`config.mk`:
```
export PLATFORM = sky130hd
export DESIGN_NAME = quad_decoder_4
export DESIGN_NICKNAME = d
export VERILOG_FILES = /design/src/rtl/quad_decoder_4.sv
export SDC_FILE = /design/constraint.sdc
export NUM_CORES = 1
export LEC_CHECK = 0
export ABC_CLOCK_PERIOD_IN_PS = 5800
export BUFFER_PORTS_ARGS = -buffer_cell sky130_fd_sc_hd__clkbuf_2
export CAP_MARGIN = 30
export CORE_ASPECT_RATIO = 1.2
export CORE_MARGIN = 2
export CORE_UTILIZATION = 40
export CTS_BUF_LIST = sky130_fd_sc_hd__clkbuf_4
export DETAILED_ROUTE_END_ITERATION = 7
export HOLD_SLACK_MARGIN = 0.03
export PLACE_DENSITY = 0.67
export SYNTH_ARGS = -nofsm -noshare
export SYNTH_HDL_FRONTEND = slang
export SYNTH_SLANG_ARGS = --single-unit
```
`constraint.sdc`:
```
create_clock -name clk -period 5.8 [get_ports clk]
set_clock_uncertainty 0.2 [all_clocks]
set_input_delay 0.87 -clock clk [delete_from_list [all_inputs] [get_ports clk]]
set_output_delay 0.87 -clock clk [all_outputs]
set_load 0.05 [all_outputs]
```
`src/rtl/quad_decoder_4.sv`:
```
// Quadrature decoder: synchronizes and filters A/B, classifies accepted Gray-code
// transitions into up/down steps, tracks a modulo-16 position and flags illegal jumps.
module quad_decoder_4 #(
    parameter int SYNC_STAGES = 2,
    parameter int FILTER_LEN  = 4
) (
    input  logic       clk,
    input  logic       rst,
    input  logic       quad_a,
    input  logic       quad_b,
    input  logic       clr,
    input  logic       err_clr,
    output logic       step,
    output logic       up_down,
    output logic [3:0] bin_count,
    output logic       err
);
    // state | meaning
    // INIT  | waiting for the first accepted AB after reset; loads it silently
    // TRACK | every accepted AB is classified as up, down or diagonal (error)
    typedef enum logic {INIT = 1'b0, TRACK = 1'b1} state_t;

    localparam logic [3:0] FILT_MAX = 4'(FILTER_LEN);

    logic [SYNC_STAGES-1:0] sync_a_q, sync_b_q;
    logic [1:0] ab_sync, ab_prev_q, ab_acc_q, ab_acc_d;
    logic [3:0] filt_q, filt_d;
    logic       accept;
    logic       is_up, is_down, is_diag;
    state_t     state_q, state_d;
    logic       step_q, step_d;
    logic       up_q, up_d;
    logic       err_q, err_d;
    logic [3:0] cnt_q, cnt_d;

    assign ab_sync = {sync_a_q[SYNC_STAGES-1], sync_b_q[SYNC_STAGES-1]};

    // Counter restarts whenever the synchronized pair moves, so only a stable new value is accepted.
    always_comb begin
        filt_d = 4'd0;
        accept = 1'b0;
        if (ab_sync != ab_acc_q) begin
            if (ab_sync != ab_prev_q) begin
                filt_d = 4'd1;
            end else begin
                filt_d = filt_q + 4'd1;
            end
            if (filt_d == FILT_MAX) begin
                accept = 1'b1;
                filt_d = 4'd0;
            end
        end
    end

    assign ab_acc_d = accept ? ab_sync : ab_acc_q;

    // Gray order 00 -> 01 -> 11 -> 10 -> 00 counts up.
    assign is_up   = (ab_sync == {ab_acc_q[0], ~ab_acc_q[1]});
    assign is_down = (ab_sync == {~ab_acc_q[0], ab_acc_q[1]});
    assign is_diag = (ab_sync == ~ab_acc_q);

    always_ff @(posedge clk) begin
        if (!rst) begin
            state_q <= INIT;
        end else begin
            state_q <= state_d;
        end
    end

    always_comb begin
        state_d = state_q;
        if (state_q == INIT && accept) begin
            state_d = TRACK;
        end
    end

    always_comb begin
        step_d = 1'b0;
        up_d   = up_q;
        cnt_d  = cnt_q;
        err_d  = err_q & ~err_clr;
        if (accept && state_q == TRACK) begin
            if (is_up) begin
                step_d = 1'b1;
                up_d   = 1'b1;
                cnt_d  = cnt_q + 4'd1;
            end else if (is_down) begin
                step_d = 1'b1;
                up_d   = 1'b0;
                cnt_d  = cnt_q - 4'd1;
            end else if (is_diag) begin
                err_d  = 1'b1;
            end
        end
        if (clr) begin
            cnt_d = 4'd0;
        end
    end

    always_ff @(posedge clk) begin
        if (!rst) begin
            sync_a_q  <= '0;
            sync_b_q  <= '0;
            ab_prev_q <= 2'b00;
            ab_acc_q  <= 2'b00;
            filt_q    <= 4'd0;
            step_q    <= 1'b0;
            up_q      <= 1'b1;
            cnt_q     <= 4'd0;
            err_q     <= 1'b0;
        end else begin
            sync_a_q  <= {sync_a_q[SYNC_STAGES-2:0], quad_a};
            sync_b_q  <= {sync_b_q[SYNC_STAGES-2:0], quad_b};
            ab_prev_q <= ab_sync;
            ab_acc_q  <= ab_acc_d;
            filt_q    <= filt_d;
            step_q    <= step_d;
            up_q      <= up_d;
            cnt_q     <= cnt_d;
            err_q     <= err_d;
        end
    end

    assign step      = step_q;
    assign up_down   = up_q;
    assign bin_count = cnt_q;
    assign err       = err_q;
endmodule

```
* After elaboration in Yosys (flattened, before gate mapping)
Index checks and enable logic that the tools add are counted.
W data, S select, Z words.
** Word-level totals
- Output and inout port bits :: 7
- Word-level logic and storage cells :: 48
- Input bits :: 6
- Register bits :: 20
** Cells by class
- Add/sub/neg operators :: 3
- Reductions and logical operators :: 7
- Eq/ne operators :: 6
- Multiplexer cells :: 14
- Bitwise operators :: 8
** Operator list (number)
- $mux W4 :: 4
- $mux W1 :: 10
- $add A4 B1 Y4 const B :: 2
- $eq A2 B2 Y1 :: 3
- $not A1 Y1 :: 6
- $eq A4 B3 Y1 const B :: 1
- $ne A2 B2 Y1 :: 2
- $reduce_and A2 Y1 :: 2
- $sub A4 B1 Y4 const B :: 1
- $reduce_or A3 Y1 :: 1
- $logic_and A1 B1 Y1 :: 2
- $not A2 Y2 :: 1
- $reduce_bool A2 Y1 :: 1
- $reduce_or A2 Y1 :: 1
- $and A1 B1 Y1 :: 1

* Longest topological paths before layout
- Depth in word-level cells :: 8
- Gate-level depth with buffers :: 8
- Mapped depth without buffers :: 8

* Worst setup path after synthesis
No wires, ideal clock.
- Kind :: reg-to-reg
- From :: register cnt_q[1] (netlist: bin_count[1])
- To :: register cnt_q[3] (netlist: bin_count[3])
- Buffers on the path :: 0
- Cell stages (with the launch flop) :: 7
- Arrival time :: 1.822 ns
- Period minus slack after synthesis :: 2.092 ns
- Data required time :: 5.530 ns
- Slack :: 3.708 ns
- Setup time :: 0.070 ns
- Cells stage by stage :: dfxtp_1 ha_1 a21o_1 a21oi_1 xor2_1 or3_1 a21oi_1
** On the way
- Word-level cells in the longest chain between the ends :: 3
- Elaborated cells on any way between the ends :: 4
- Classes of those cells :: add/sub (2); mux (2)
** Ends and longest elaborated chain
- from (decl) :: RTL line 34 : logic [3:0] cnt_q, cnt_d;
- from (signal assigned) :: RTL line 119 : cnt_q <= cnt_d;
- $sub A4 B1 Y4 :: RTL line 90 : cnt_d = cnt_q - 4'd1;
- $mux W4 :: RTL line 87 : end else if (is_down) begin
- $mux W4 (*) :: RTL line 83 : if (is_up) begin
Mark *: on every way between the ends. The rest lies on a longest branch, timed or not. The select of a mux whose other input is x is not followed.
A chain may end at the register's enable or synchronous reset.

* Worst setup path after layout
- From :: register sync_b_q[1]
- To :: register cnt_q[3] (netlist: bin_count[3])
** On the way
- Word-level cells in the longest chain between the ends :: 8
- Elaborated cells on any way between the ends :: 13
- Classes of those cells :: eq/ne (5); mux (5); reduce/logical (3)
** Ends and longest elaborated chain
- from (decl) :: RTL line 25 : logic [SYNC_STAGES-1:0] sync_a_q, sync_b_q;
- from (signal assigned) :: RTL line 113 : sync_b_q <= {sync_b_q[SYNC_STAGES-2:0], quad_b};
- $ne A2 B2 Y1 :: RTL line 43 : if (ab_sync != ab_prev_q) begin
- $mux W4 :: RTL line 43
- $mux W4 :: RTL line 42 : if (ab_sync != ab_acc_q) begin
- $eq A4 B3 Y1 :: RTL line 48 : if (filt_d == FILT_MAX) begin
- $mux W1 :: RTL line 48
- $mux W1 :: RTL line 42
- $logic_and A1 B1 Y1 :: RTL line 82 : if (accept && state_q == TRACK) begin
- $reduce_and A2 Y1 (no line)
Several ways; a longest one is shown, not always the timed one. The select of a mux whose other input is x is not followed.

==> impl_results.md <==
* Routed len/inst at 10.4 µm
* Top FF cell, synth: dfxtp_1
* Synth-to-layout area growth at 13.6%
* CP max FO at 5
* Vias in the first global route at just under 600
* Layout net count at 114
* Pins Over Slew Limit at 0
* EDFF count, synth at 0
* Register area share after synthesis at 45.4%
* Total number of vias at 647
* Setup crit end kind: flip-flop
* Chain of cells forming the critical path: xor2_1 > nand2_1 > ha_1 > a21o_1 > a21oi_1 > xor2_1 > or3_1 > a21oi_1
* Syn Area/Cell at 10.0 µm²
* Peak supply drop at 0.000154 V
* Reg2Reg Capture Point: bin_count[3]$_SDFFE_PP0P_
* Final antenna-violating net count at 0
* Top cells by count, synth: dfxtp_1 (20), xor2_1 (9), nand2_1 (8)
* Starting Density at 42.6%
* Total grt overflow at 0
* PwrDens at 223 nW/µm²
* Pleak at 0.425 nW
* Num rows at 18
* Skew-Pair Late Insertion Delay at 0.31 ns
* Crit share post-route at 38.6%
* Clock sink total at 20
* Setup violators final at 0
* Design area at 1000 µm²
* CP max-delay cell: dfxtp_1
* Worst r2r path cells at 8
* Post-layout min period at between 2 and 2.5 ns
* Cell Area, Synth at just under 900 µm²
* Core region area at 2070 µm²
* RSZ-0062 raised after global routing: no
* Initial antenna violation count at 0
* Cts hold-fix bufs at 0
* WL final at 1.38 mm
* Die height at 55.4 µm
* Clk root buf: clkbuf_4
* Power Total at 0.223 mW
* Worst-margin pin slew at 0.285 ns
* Largest net degree at the start of global routing at 12
* Max-slew headroom at 80.9%
* Layout cells sized above 1 at between 15 and 20%
* Dpl hpwl at 1.05 mm
* Post-CTS Setup Inserts at 0
* Reg-to-Reg Start: sync_b_q[1]$_SDFF_PN0_
* Crit path max-delay family: compound AO/OA/AOI/OAI gates
* Fillers at 213
* CTS tree: yes
* H-tree levels at 1
* Hold Fails Final Rpt at 0
* Syn_nets at 98
* Hold Startpoint: sync_b_q[0]$_SDFF_PN0_
* Clk buf depth at 2
* Outcome: complete, no violations
* Inserted Clock Buffers at 3
* Critical path startpoint category: flip-flop
* Vias/cell at 4.86
* Max-cap violations at 0
* Top cell type's share of synthesized area at 45.4%
* Worst hold stages at 1
* Post-DP Area at between 900 and 1000 µm²
* Worst R2R Setup Slack at 3.56 ns
* Syn. warnings at 0
* Fmax achieved at around 0.45 GHz
* DIE WIDTH at 46.9 µm
* Worst Hold End: sync_b_q[1]$_SDFF_PN0_
* Iter 0 DRT Violations at 2
* Port Buffers at 12
* Synth area leaders: dfxtp_1 (45%), xor2_1 (8.9%), and2_1 (4.3%), ha_1 (4.3%), xnor2_1 (4.0%)
* Drt first pass iters at 4
* IO Pins at 13
* Largest area contributor in the netlist: dfxtp_1
* Die footprint at roughly 2600 µm²
* Post-CTS sizing at 0
* GRT Util Overall at 12.3%
* First-pass GRT wire length at 2.38 mm
* Hold Crit Class: flip-flop to flip-flop
* Yosys cell types at 26
* Clk pin slew, worst setup/hold paths at 0.11 ns
* Post-synthesis sequential element count at 20
* Inserted Diodes at 0
* Worst path bufs/invs at 0
* Arrival time at the worst endpoint at about 2.3 ns
* Crit-path max cell delay at approximately 0.45 ns
* Cells after Synth at 88
* Most frequent cell after synthesis: dfxtp_1
* DRC Markers at 0
* Setup_tns at 0 ns
* Gp weighted congestion at 0.743
* Synth async-reset ratio at 0%
* Kind of critical path: flip-flop to flip-flop
* Req. time, crit path at slightly below 6 ns
[cell families after synthesis]
kind of cell | after synthesis | synth area share, %
compound gates | 11 | 8.94
xor+xnor | 13 | 12.9
fa+ha+maj | 4 | 6.53
buf+inv | 4 | 1.70
flops | 20 | 45.4
mux | 2 | 2.27
simple gates | 34 | 22.3
[cell type report]
class	instances	area (µm²)	area share (%)
timing repair buffer	12	60.1	5.99
multi-input combinational	64	467	46.6
inverter	3	11.3	1.12
clock buffer	3	22.5	2.25
sequential	20	400	40.0
tap	30	37.5	3.75
clock inverter	1	3.75	0.375
[per-stage QoR]
stage | util, % | hold slack [ns] | setup slack, ns | std cells
3_3_place_gp | 47.1 | 0.217 | 3.64 | 129
3_5_place_dp | 47.1 | 0.224 | 3.61 | 129
6_report | 48.4 | 0.245 | 3.56 | 133
2_1_floorplan | - | 0.212 | 3.71 | 88
5_1_grt | 48.4 | 0.262 | 3.39 | 133
4_1_cts | 48.4 | 0.248 | 3.56 | 133
[worst reg2reg max path, delay by kind of cell (launching register included)]
| kind | cells | cell delay (ns) |
|---|---|---|
| flops | 1 | 0.45 |
| compound gates | 3 | 0.48 |
| simple gates | 2 | 0.47 |
| xor+xnor | 2 | 0.27 |
| fa+ha+maj | 1 | 0.31 |
[flip-flops by register name, indices dropped and copies added, names as in the netlist]
register,cells
up_down,1
ab_acc_q,2
filt_q,4
err,1
bin_count,4
sync_a_q,2
state_q,1
ab_prev_q,2
sync_b_q,2
step,1
[metal layers]
layer	part of all wire, %	vias to the layer above	global-route usage (%)
li1	-	328	-
met1	50	306	16.7
met2	45	10	17.6
met3	3.1	3	2.94
met4	1.8	0	5.95
met5	0	-	0
[how the worst max path moves through the flow]
stage,start,end,slack [ns],cells after the start
floorplan,bin_count[1]$_SDFFE_PP0P_,bin_count[3]$_SDFFE_PP0P_,3.71,6
global placement,sync_b_q[1]$_SDFF_PN0_,bin_count[3]$_SDFFE_PP0P_,3.64,8
detailed placement,sync_b_q[1]$_SDFF_PN0_,bin_count[3]$_SDFFE_PP0P_,3.61,8
CTS,sync_b_q[1]$_SDFF_PN0_,bin_count[3]$_SDFFE_PP0P_,3.56,8
global route,sync_b_q[1]$_SDFF_PN0_,bin_count[3]$_SDFFE_PP0P_,3.39,8
finish,sync_b_q[1]$_SDFF_PN0_,bin_count[3]$_SDFFE_PP0P_,3.56,8
[cell usage in the layout (no fill, tap or decap), types with 2 or more instances in the layout]
| cell type | synthesis | layout |
|---|---|---|
| a21oi_1 | 6 | 6 |
| and2_1 | 6 | 6 |
| clkbuf_2 | 0 | 12 |
| clkbuf_4 | 0 | 3 |
| dfxtp_1 | 20 | 20 |
| ha_1 | 3 | 3 |
| inv_1 | 3 | 3 |
| mux2i_1 | 2 | 2 |
| nand2_1 | 8 | 8 |
| nand3_1 | 4 | 4 |
| nand4bb_1 | 2 | 2 |
| nor2_1 | 7 | 7 |
| xnor2_1 | 4 | 4 |
| xor2_1 | 9 | 9 |
[where the power goes]
group          total [mW]  internal, mW  switching (mW)
registers           0.141         0.139         0.00172
logic              0.0128       0.00515         0.00760
clock network      0.0696        0.0251          0.0445
total               0.223         0.170          0.0538
No activity file was read; power rests on OpenSTA's default activity.
